==> src/rtl/move_queue.sv <==
// move_queue: encodes button direction pulses as 2-bit move commands and buffers them for the frog FSM.
// Optional MOVE_QUEUE_FLUSH_EN adds a synchronous flush input that discards all queued moves.
module move_queue #(
    parameter int DEPTH = 4,
    localparam int CW = $clog2(DEPTH) + 1
) (
    input  logic          clk,
    input  logic          reset,
`ifdef MOVE_QUEUE_FLUSH_EN
    input  logic          flush,
`endif
    input  logic          up_p,
    input  logic          down_p,
    input  logic          left_p,
    input  logic          right_p,
    input  logic          cmd_ready,
    output logic          cmd_valid,
    output logic [1:0]    cmd_dir,
    output logic [CW-1:0] count,
    output logic          full,
    output logic          overflow,
    output logic          collide
);
    localparam int AW = $clog2(DEPTH);

    logic [1:0]    r_mem [DEPTH];
    logic [AW-1:0] r_wr;
    logic [AW-1:0] r_rd;
    logic [CW-1:0] r_count;
    logic          r_overflow;
    logic          r_collide;
    logic          w_flush;
    logic          w_push;
    logic          w_pop;
    logic          w_full;
    logic          w_wr;
    logic          w_multi;
    logic [1:0]    w_dir;

`ifdef MOVE_QUEUE_FLUSH_EN
    assign w_flush = flush;
`else
    assign w_flush = 1'b0;
`endif

    assign w_push  = up_p | down_p | left_p | right_p;
    assign w_dir   = up_p ? 2'b00 : down_p ? 2'b01 : left_p ? 2'b10 : 2'b11;
    assign w_multi = (up_p & (down_p | left_p | right_p)) | (down_p & (left_p | right_p)) | (left_p & right_p);
    assign w_full  = r_count == CW'(DEPTH);
    assign w_pop   = cmd_valid & cmd_ready;
    // a pop in the same cycle frees the slot, so a push into a full queue still lands
    assign w_wr    = w_push & (~w_full | w_pop);

    assign cmd_valid = r_count != '0;
    assign cmd_dir   = r_mem[r_rd];
    assign count     = r_count;
    assign full      = w_full;
    assign overflow  = r_overflow;
    assign collide   = r_collide;

    always_ff @(posedge clk or negedge reset) begin
        if (!reset) begin
            r_wr       <= '0;
            r_rd       <= '0;
            r_count    <= '0;
            r_overflow <= 1'b0;
            r_collide  <= 1'b0;
            for (int i = 0; i < DEPTH; i++) r_mem[i] <= 2'b00;
        end else begin
            r_collide <= w_multi;
            if (w_flush) begin
                r_wr       <= '0;
                r_rd       <= '0;
                r_count    <= '0;
                r_overflow <= 1'b0;
            end else begin
                if (w_wr) begin
                    r_mem[r_wr] <= w_dir;
                    r_wr        <= r_wr + 1'b1;
                end
                if (w_pop) r_rd <= r_rd + 1'b1;
                if (w_wr && !w_pop) r_count <= r_count + 1'b1;
                else if (w_pop && !w_wr) r_count <= r_count - 1'b1;
                if (w_push && w_full && !w_pop) r_overflow <= 1'b1;
            end
        end
    end
endmodule

==> config.mk <==
export PLATFORM = sky130hd
export DESIGN_NAME = move_queue
export DESIGN_NICKNAME = d
export VERILOG_FILES = /design/src/rtl/move_queue.sv
export SDC_FILE = /design/constraint.sdc
export NUM_CORES = 1
export LEC_CHECK = 0
export CORE_ASPECT_RATIO = 1.1
export CORE_MARGIN = 1.5
export CORE_UTILIZATION = 46
export CTS_CLUSTER_DIAMETER = 50
export DETAILED_ROUTE_END_ITERATION = 6
export PLACE_DENSITY = 0.7
export RECOVER_POWER = 100
export SYNTH_ARGS = -nofsm -noshare
export SYNTH_HDL_FRONTEND = slang
export SYNTH_SLANG_ARGS = --single-unit
==> constraint.sdc <==
create_clock -name clk -period 2.8 [get_ports clk]
set_input_delay 0.56 -clock clk [delete_from_list [all_inputs] [get_ports clk]]
set_output_delay 0.56 -clock clk [all_outputs]
set_load 0.01 [all_outputs]
== Word-level counts from Yosys, hierarchy flattened ==
Index checks and enable logic that the tools add are counted.
Word-level totals
  register bits: 17
  bits of input ports: 7
  logic and storage cells: 54
Cells by class
  $add $sub $neg: 4
  $lt $le $gt $ge: 3
  equal/unequal tests: 1
  muxes and demuxes: 11
  bitwise gates (word level): 17
  reduce and logical (&&, ||, !) cells: 9
Operator list (count)
  $mux 2: 5
  $or 1x1->1: 9
  $bwmux 8: 1
  $ge 3x3->1 const B: 2
  $mux 3: 2
  $not 2->3: 2
  $and 1x1->1: 5
  $logic_and 1x1->1: 5
  $add 2x1->2 const B: 2
  $bmux 2 s2: 1
  $demux 2 s2: 1
  $add 3x1->3 const B: 1
  $eq 3x3->1 const B: 1
  $lt 3x1->1 const B: 1
  $reduce_bool 3->1: 1
  $sub 3x1->3 const B: 1
  $logic_not 1->1: 2
  $reduce_bool 2->1: 1
  $mux 1: 1
  $not 1->1: 1

== Logic depth before layout (Yosys ltp) ==
  word-level depth: 8
  depth in mapped cells: 10
  gate-level depth less buffers: 9

== Worst setup path after synthesis ==
No wires, ideal clock.
  path type: input to register
  start point: input port cmd_ready
  end point: register r_count[1], in the netlist count[1]
  library setup time: 0.128 ns
  arrival time: 2.257 ns
  required time: 2.672 ns
  path slack: 0.416 ns
  cell stages on the path: 8
  path buffers: 1
  path through: or4b_1 -> buf_6 -> nand2_4 -> inv_2 -> ha_1 -> inv_1 -> fa_1 -> mux2_1
Between the ends
  word-level cells in the longest chain between the ends: 6
  elaborated cells on any way between the ends: 9
  those cells by class: mux: 1; bitwise: 3; reduce/logical: 5
Ends and longest elaborated chain
  start, declared: line 16  | input logic cmd_ready,
  $and 1x1->1 *: line 50  | assign w_pop = cmd_valid & cmd_ready;
  $or 1x1->1 *: line 52  | assign w_wr = w_push & (~w_full | w_pop);
  $and 1x1->1 *: line 52
  named net w_wr: line 36  | logic w_wr;
  $logic_not 1->1: line 83  | else if (w_pop && !w_wr) r_count <= r_count - 1'b1;
  $logic_and 1x1->1: line 83
  $reduce_bool 2->1 (no line)
  end signal, assigned: line 82  | if (w_wr && !w_pop) r_count <= r_count + 1'b1;
  end signal, assigned: line 83
  end, declared: line 29  | logic [CW-1:0] r_count;
Mark *: on every way through the listed nets, which the timed path passes. The rest lies on a longest branch.
A chain may end at the register's enable or synchronous reset.

== Worst setup path in the final report ==
  start point: input port right_p
  end point: register r_count[1], in the netlist count[1]
Between the ends
  word-level cells in the longest chain between the ends: 5
  elaborated cells on any way between the ends: 7
  those cells by class: mux: 1; bitwise: 2; reduce/logical: 4
Ends and longest elaborated chain
  start, declared: line 15  | input logic right_p,
  $or 1x1->1 *: line 46  | assign w_push = up_p | down_p | left_p | right_p;
  $and 1x1->1 *: line 52
  named net w_wr: line 36
  $logic_not 1->1: line 83
  $logic_and 1x1->1: line 83
  $reduce_bool 2->1 (no line)
Marked as above.

==> flow_metrics.py <==
metrics = {
    "floorplanning": {
        "die_w_um": 45.20,
        "start_util": 0.5000,
        "core-area_um2": 1802,
        "die-area_um2": 2233,
        "fp-row-count": 16,
        "die_y_um": 49.42,
        "pin_count": 16,
    },
    "detailed_routing": {
        "route.met2.wl_um": 696,
        "drt_iter0_drc": 2,
        "vias_per_cell": 5.229,
        "wl_met1_um": 729,
        "met3RoutedLength_um": 78,
        "drc": 0,
        "final_antenna_net_count": 0,
        "dr.max_layer_used": "met4",
        "vias": 570,
        "first_pass_iters": 4,
        "wire_per_inst_um": 14.02,
        "wl_um": 1528,
    },
    "power_and_ir_drop": {
        "pwr-share-seq": 0.422,
        "pwr-share-comb": 0.458,
        "switching_power_mw": 0.3965,
        "p_int_mw": 0.7147,
        "p_per_area_nw_per_um2": 1024,
        "cellLeakagePower_nw": 0.4884,
        "peakVddDrop_uv": 577.6,
        "swShare": 0.3568,
        "clockPowerShare": 0.120,
    },
    "setup_path": {
        "worstPathRequired_ns": 2.98,
        "worstPathMaxFanout": 3,
        "arrival_ns": 2.71,
        "endpoint_kind": "flip-flop",
        "critPathKind": "primary input to flip-flop",
        "worstSetupStartpointType": "primary input",
    },
    "place": {
        "dp_cells": 105,
        "gp_congestion": 0.6614,
        "dpl_cell_area_um2": 1096,
        "numPortBuffers": 15,
        "place_ws_ns": -0.01105,
        "dp_hpwl_um": 1147,
    },
    "yosys": {
        "synth_compound_area_frac": 0.01389,
        "synth.avg_cell_area_um2": 13.25,
        "synth_area_leaders": "dfrtp_1 (47%), mux2_1 (13%), ha_1 (6.9%)",
        "synthMuxAreaShare": 0.1750,
        "synth-main-ff-cell": "dfrtp_1",
        "synth_simple_gate_area_frac": 0.1278,
        "synth-async-reset-ratio": 1.000,
        "syn_area_um2": 900.9,
        "yosysUniqueCellTypes": 24,
        "yosys.area.top_type": "dfrtp_1",
        "ys_warn_count": 0,
        "synth_nets": 81,
        "syn_inst": 68,
        "synth_top_family_by_area": "multiplexers",
        "yosys.area_share.xor_xnor": 0.05833,
        "ys_ff_latch": 17,
        "synth_fa_ha_area_frac": 0.1028,
        "yosysSeqAreaShare": 0.4722,
        "synth_top_area_frac": 0.4722,
        "synth_edf_count": 0,
    },
    "grt": {
        "grt_max_degree": 18,
        "track_usage": 0.1604,
        "grt_pass1_vias": 567,
        "antenna_found_initial": 0,
        "globalRouteOverflowTotal": 0,
        "grt_pass1_wl_um": 2553,
    },
    "cts": {
        "max-clock-path-buffers": 2,
        "clock_latency_ns": 0.29,
        "h-tree-depth": 1,
        "clockRootBuffer": "clkbuf_4",
        "cts_buffers": 3,
        "post_cts_buffers": 0,
        "cts_resized": 0,
        "cts_tree": "done",
        "postCtsHoldBufs": 0,
        "cts.sinks": 17,
        "clkTransAtPathRegs_ns": 0.10,
    },
    "sta": {
        "hold_viol_final": 0,
        "fin_tns_setup_ns": 0,
        "worst_pin_slew_ns": 0.7538,
        "rsz0062_at_grt": "no",
        "setup_ws_ns": 0.2743,
        "finalClockSkew_ns": 0.005780,
        "max_freq_ghz": 0.3959,
        "min_period_over_period": 0.9020,
        "fin_crit_ns": 2.526,
        "maxSlewHeadroom": 0.4958,
        "drv_slew": 0,
        "fin_hold_ws_ns": 0.4702,
        "setup_viol": 0,
    },
    "final_layout": {
        "fin_area_um2": 1085,
        "final_common_cell": "dfrtp_1",
        "drive_above_1_share": 0.09890,
        "nets": 105,
        "instances_no_fill": 109,
        "n_antenna_cell": 0,
        "final_cell_mix": "dfrtp_1 (17), mux2_1 (10), dlygate4sd3_1 (10)",
        "area_delta_synth_final_pct": 20.42,
    },
    "flow_run": {
        "cap_violations": 0,
    },
    "run_status": {
        "outcome": "finished clean",
    },
    "hold_path": {
        "hold_path.class": "flip-flop to flip-flop",
    },
}
worst paths after layout:
| check | from | end | slack [ns] | cells past startpoint |
|---|---|---|---|---|
| max in group asynchronous | reset | r_mem[4]$_DFFE_PN0P_ | 1.56 | 1 |
| hold reg to reg | overflow$_DFFE_PN0P_ | overflow$_DFFE_PN0P_ | 0.47 | 1 |
| min in group asynchronous | reset | r_mem[2]$_DFFE_PN0P_ | 0.77 | 1 |
| hold / removal | overflow$_DFFE_PN0P_ | overflow$_DFFE_PN0P_ | 0.47 | 1 |
| setup reg to reg | count[0]$_DFFE_PN0P_ | count[1]$_DFFE_PN0P_ | 0.51 | 7 |
| setup / recovery | right_p | count[1]$_DFFE_PN0P_ | 0.27 | 8 |
routing by layer:
layer  up-vias  track usage
li1        278            -
met1       270       0.2287
met2        18       0.2381
met3         4      0.02222
met4         0      0.07353
met5         -            0
power groups by stage:
stage / clock [mW] / combinational (mW) / sequential [mW]
detailed placement: 0 / 0.565 / 0.476
global route: 0.148 / 0.561 / 0.492
global placement: 0 / 0.552 / 0.469
finish: 0.133 / 0.509 / 0.469
floorplan: 0 / 0.345 / 0.464
CTS: 0.136 / 0.569 / 0.471
synth_stat cells, drive strengths merged (2+ instances only):
library cell / instances
buf: 2
dfrtp: 17
ha: 5
inv: 5
mux2: 10
mux4: 2
nand2: 2
nand3: 5
nor2: 4
xnor2: 4
xor2: 2
flip-flops by register name, summed over array words and instances (netlist names):
signal    count
overflow      1
collide       1
r_rd          2
count         3
r_mem         8
r_wr          2
worst max-delay path: stages:
cell             delay (ns)
clkdlybuf4s50_1        0.41
or4_1                  0.62
nand2_4                0.11
inv_1                  0.05
ha_1                   0.21
inv_1                  0.07
fa_1                   0.40
mux2_1                 0.28
per-stage QoR:
step / utilization / power [mW]
detailed placement: 0.6083 / 1.041
global placement: 0.6083 / 1.021
CTS: 0.6236 / 1.176
finish: 0.6021 / 1.111
global route: 0.6021 / 1.201
floorplan: - / 0.8091
kinds of logic (layout without fill, tap and decap cells):
family	after synthesis	count (layout)
fa+ha+maj	7	7
mux	12	12
compound gates	2	2
flops	17	17
simple gates	16	16
xor+xnor	6	6
buf+inv	8	31
cell type report:
class	instances	area, um2
fillers	160	716.9
well taps	18	22.52
multi-input cells	43	406.6
repair buffers	21	180.2
clock buffers	3	22.52
flip-flops and latches	17	425.4
inverters	6	22.52
clock inverters	1	5.005
(Power assumes the default switching activity.)
